[src/rtl/sdram_arbiter.sv]
// sdram_arbiter: shares one SDRAM controller port between the LCD reader (client 0) and the compute engine (client 1)
// Ports:
//   clk, rst_n                                  SDRAM-domain clock, async active-low reset
//   c0_req / c0_grant                           client 0 request / ownership
//   c0_command, c0_address, c0_data_write       client 0 bus
//   c0_data_read_valid, c0_data_write_done      beat strobes steered to client 0
//   c1_requested / c1_yield                     yield request to client 1 / client 1 release
//   c1_command, c1_address, c1_data_write       client 1 bus
//   c1_data_read_valid, c1_data_write_done      beat strobes steered to client 1
//   command, data_address, data_write           muxed bus to the SDRAM controller
//   data_read_valid, data_write_done            beat strobes from the SDRAM controller
//   yield_timeout                               sticky: client 1 did not yield in time
// Build option: SDRAM_ARB_FAIR_EN forces a release after MAX_C0_BURSTS bursts and
// then holds client 1 for C1_MIN_CYCLES cycles (S_HOLD).
module sdram_arbiter #(
  parameter int BURST_LEN     = 8,
  parameter int MAX_C0_BURSTS = 4,
  parameter int C1_MIN_CYCLES = 16,
  parameter int YIELD_TIMEOUT = 1023
) (
  input  logic        clk,
  input  logic        rst_n,
  input  logic        c0_req,
  output logic        c0_grant,
  input  logic [1:0]  c0_command,
  input  logic [21:0] c0_address,
  input  logic [31:0] c0_data_write,
  output logic        c0_data_read_valid,
  output logic        c0_data_write_done,
  output logic        c1_requested,
  input  logic        c1_yield,
  input  logic [1:0]  c1_command,
  input  logic [21:0] c1_address,
  input  logic [31:0] c1_data_write,
  output logic        c1_data_read_valid,
  output logic        c1_data_write_done,
  output logic [1:0]  command,
  output logic [21:0] data_address,
  output logic [31:0] data_write,
  input  logic        data_read_valid,
  input  logic        data_write_done,
  output logic        yield_timeout
);
  localparam logic [1:0] CMD_IDLE = 2'b00;
  localparam int BW   = $clog2(BURST_LEN);
  localparam int CM1  = YIELD_TIMEOUT > C1_MIN_CYCLES ? YIELD_TIMEOUT : C1_MIN_CYCLES;
  localparam int CMAX = CM1 > MAX_C0_BURSTS ? CM1 : MAX_C0_BURSTS;
  localparam int CW   = $clog2(CMAX + 1);
  typedef enum logic [1:0] {S_C1, S_REQ, S_C0, S_HOLD} state_t;
  state_t state, nxt;
  logic [BW-1:0] beat;
  // shared counter: yield wait in S_REQ, burst count in S_C0, hold window in S_HOLD
  logic [CW-1:0] cnt;
  // a client-0 command is outstanding; stops the idle release from cutting a burst
  logic pending;
  logic own0, strobe, last, idle_rel, full;
  assign own0     = state == S_C0;
  assign strobe   = own0 & (data_read_valid | data_write_done);
  assign last     = strobe && beat == BW'(BURST_LEN - 1);
  assign idle_rel = !pending && beat == '0 && c0_command == CMD_IDLE && !c0_req;
`ifdef SDRAM_ARB_FAIR_EN
  assign full = last && cnt == CW'(MAX_C0_BURSTS - 1);
`else
  assign full = 1'b0;
`endif
  always_ff @(posedge clk or negedge rst_n)
    if (!rst_n) begin
      state         <= S_C1;
      beat          <= '0;
      cnt           <= '0;
      pending       <= 1'b0;
      yield_timeout <= 1'b0;
    end else begin
      state   <= nxt;
      beat    <= !own0 ? '0 : last ? '0 : strobe ? beat + 1'b1 : beat;
      pending <= own0 && (c0_command != CMD_IDLE || (pending && !last));
      cnt     <= state != nxt ? '0 : (cnt != CW'(CMAX) && (!own0 || last)) ? cnt + 1'b1 : cnt;
      if (state == S_REQ && cnt == CW'(YIELD_TIMEOUT - 1)) yield_timeout <= 1'b1;
    end
  always_comb begin
    nxt = state;
    case (state)
      S_C1:    nxt = c0_req ? S_REQ : S_C1;
      S_REQ:   nxt = c1_yield ? S_C0 : S_REQ;
      S_C0:    nxt = full ? S_HOLD : ((last && !c0_req) || idle_rel) ? S_C1 : S_C0;
      S_HOLD:  nxt = cnt == CW'(C1_MIN_CYCLES - 1) ? S_C1 : S_HOLD;
      default: nxt = S_C1;
    endcase
  end
  always_comb begin
    c0_grant           = own0;
    c1_requested       = state == S_REQ;
    command            = own0 ? c0_command : c1_command;
    data_address       = own0 ? c0_address : c1_address;
    data_write         = own0 ? c0_data_write : c1_data_write;
    c0_data_read_valid = own0 & data_read_valid;
    c0_data_write_done = own0 & data_write_done;
    c1_data_read_valid = !own0 & data_read_valid;
    c1_data_write_done = !own0 & data_write_done;
  end
endmodule

[config.mk]
export PLATFORM = sky130hd
export DESIGN_NAME = sdram_arbiter
export DESIGN_NICKNAME = d
export VERILOG_FILES = /design/src/rtl/sdram_arbiter.sv
export SDC_FILE = /design/constraint.sdc
export NUM_CORES = 1
export LEC_CHECK = 0
export BUFFER_PORTS_ARGS = -buffer_cell sky130_fd_sc_hd__buf_2
export CORE_ASPECT_RATIO = 0.9
export CORE_UTILIZATION = 38
export CTS_CLUSTER_SIZE = 30
export DETAILED_ROUTE_END_ITERATION = 10
export GPL_ROUTABILITY_DRIVEN = 0
export HOLD_SLACK_MARGIN = 0.06
export PLACE_DENSITY = 0.86
export SLEW_MARGIN = 15
export SYNTH_ARGS = -nofsm -noshare
export SYNTH_HDL_FRONTEND = slang
export SYNTH_SLANG_ARGS = --single-unit
[constraint.sdc]
create_clock -name clk -period 3.83 [get_ports clk]
set_input_delay 0.383 -clock clk [delete_from_list [all_inputs] [get_ports clk]]
set_output_delay 0.383 -clock clk [all_outputs]
set_load 0.1 [all_outputs]
==> results.json <==
{
  "grt_pass1_wl_um": 9784,
  "io-pin-count": 181,
  "post-route-period-util": 0.6272,
  "antenna_left": 0,
  "clkTransAtPathRegs_ns": 0.07,
  "syn_to_final_growth_pct": 56.93,
  "clk_latency_ns": 0.25,
  "ys_ff_latch": 17,
  "cts_resized": 0,
  "avgSynthCellArea_um2": 5.850,
  "worstHoldPathType": "primary input to async pin",
  "final_core_utilization": 0.6387,
  "cp_max_fo": 65,
  "maxSlewHeadroom": 0.3614,
  "final.setup_skew_ns": 0.002455,
  "finalSetupTns_ns": 0,
  "synth_nets": 416,
  "cp.arrival_ns": 2.02,
  "crit_chain": "nand2b_4 > buf_4 > nand2_1 > nand2_1 > buf_2",
  "outcome": "completed",
  "numCtsBuffers": 3,
  "avgViaCountPerCell": 4.889,
  "die_h_um": 65.72,
  "initial_core_util": 0.4070,
  "fp-row-count": 22,
  "synth-edff-count": 0,
  "startpoint_type": "flop",
  "detail_route.wl_per_cell_um": 13.30,
  "tritoncts": "built",
  "period_needed_ns": 2.402,
  "firstDrtPassIters": 4,
  "grt_max_degree": 66,
  "dp_hpwl_um": 5591,
  "ys_dominant_reg_cell": "dfrtp_1",
  "final_common_cell": "buf_2",
  "ys_warn_count": 0,
  "post_cts_buffers": 0,
  "rsz0062_at_grt": "false",
  "cts.path.max_buffers": 2,
  "cts_sinks": 17,
  "cap_violations": 0,
  "post_synth_num_cell_types": 37,
  "fmax_mhz": 416.3,
  "cts_hold_buffers": 0,
  "die_w_um": 72.80,
  "vias": 2562,
  "finalHoldViolCount": 0,
  "mostFrequentLayoutCells": "180 x buf_2, 176 x nand2_1, 17 x dfrtp_1",
  "slew_viol_final": 0,
  "fillCellCount": 419,
  "endpoint_kind": "primary output",
  "diodes": 0,
  "synthArstFlopShare": 1.000,
  "critPathMaxStageDelay_ns": 0.51,
  "grt_overflow": 0,
  "yosysSeqAreaShare": 0.2482,
  "required_ns": 3.45,
  "coreArea_um2": 4212,
  "drc": 0,
  "final_nets": 588,
  "cp_slowest_cell": "buf_4",
  "antenna_found_initial": 0,
  "setup-violations-final": 0,
  "worst_slew_pin_slew_ns": 0.9506,
  "crit_top_cell": "nand2_1",
  "dieArea_um2": 4784,
  "ctsHtreeMaxLevel": 1,
  "cts_root_buf": "clkbuf_8",
  "synthCells": 293,
  "drtIter0Drc": 70,
  "grt_pass1_vias": 2154,
  "path_class": "flop to primary output",
  "track_usage": 0.2718,
  "io_buffers": 180,
  "syn_area_um2": 1714,
  "drive_gt1_frac": 0.4052,
  "routed_wl_um": 6968
}
stage by stage:
stage | instance area, um^2 | hold slack, ns | worst slack [ns] | instances
4_1_cts | 2690 | 0.06078 | 1.431 | 524
3_5_place_dp | 2645 | 0.3354 | 1.680 | 520
6_report | 2690 | 0.04943 | 1.428 | 524
3_3_place_gp | 2645 | 0.3200 | 1.765 | 520
5_1_grt | 2690 | 0.07599 | 1.283 | 524
2_1_floorplan | 1714 | 0.08741 | 0.9836 | 293
registers in the layout, indices dropped and copies added (netlist names):
register	cells
state	2
pending	1
yield_timeout	1
beat	3
cnt	10
area by class of cell:
type,instances,area [um^2],share of cell area
tap,60,75.07,0.02791
multi-input combinational,255,1207,0.4488
clock buffer,4,45.04,0.01674
sequential,17,425.4,0.1581
timing repair buffer,181,908.4,0.3377
inverter,7,28.78,0.01070
worst max-delay path: cells and delay by family (launching register included):
kind | cells | cell delay (ns)
buffers and inverters | 2 | 0.94
DFF | 1 | 0.42
and+or+nand+nor | 3 | 0.38
synthesized netlist by cell type (2+ instances only):
master    number  share of area
nand2_1      176           0.39
dfrtp_1       17           0.25
clkbuf_1      14          0.031
a21oi_1       10          0.029
o21ai_0        9          0.026
nor2_1         7          0.015
and2_1         6          0.022
inv_1          6          0.013
or3_1          6          0.022
ha_1           5          0.036
nand4_1        3          0.011
o31ai_1        3          0.013
or4_1          3          0.013
a211oi_1       2         0.0088
nand3_1        2         0.0058
nor2b_1        2         0.0073
nor3_1         2         0.0058
logic make-up after synthesis:
group | count (synthesis) | share of synthesized area
adders and majority gates | 5 | 0.03650
DFF | 17 | 0.2482
buffers and inverters | 21 | 0.04745
xor gates and xnor gates | 1 | 0.005110
muxes | 1 | 0.005840
AOI/OAI and AO/OA | 35 | 0.1372
and+or+nand+nor | 213 | 0.5197
worst paths after layout:
path                                    start          endpoint  slack (ns)  cells after the start
max in group asynchronous               rst_n           beat[0]        3.49                      1
min in group clk                       c0_req          state[0]        0.39                      2
worst min register to register  yield_timeout     yield_timeout        0.48                      1
worst min-delay path                    rst_n     yield_timeout        0.05                      1
worst max-delay path                 state[0]  data_address[18]        1.43                      5
worst max register to register       state[0]            cnt[5]        1.65                      5
per-layer routing:
layer	GRT usage	vias to the layer above	share of wire
li1	-	1294	-
met4	0.1544	0	0.042
met2	0.5058	129	0.52
met3	0.03681	20	0.072
met1	0.2932	1119	0.37
met5	0	-	0
Power is not shown: default switching activity piles up to over one toggle a cycle in this logic, so the estimate is an artifact.
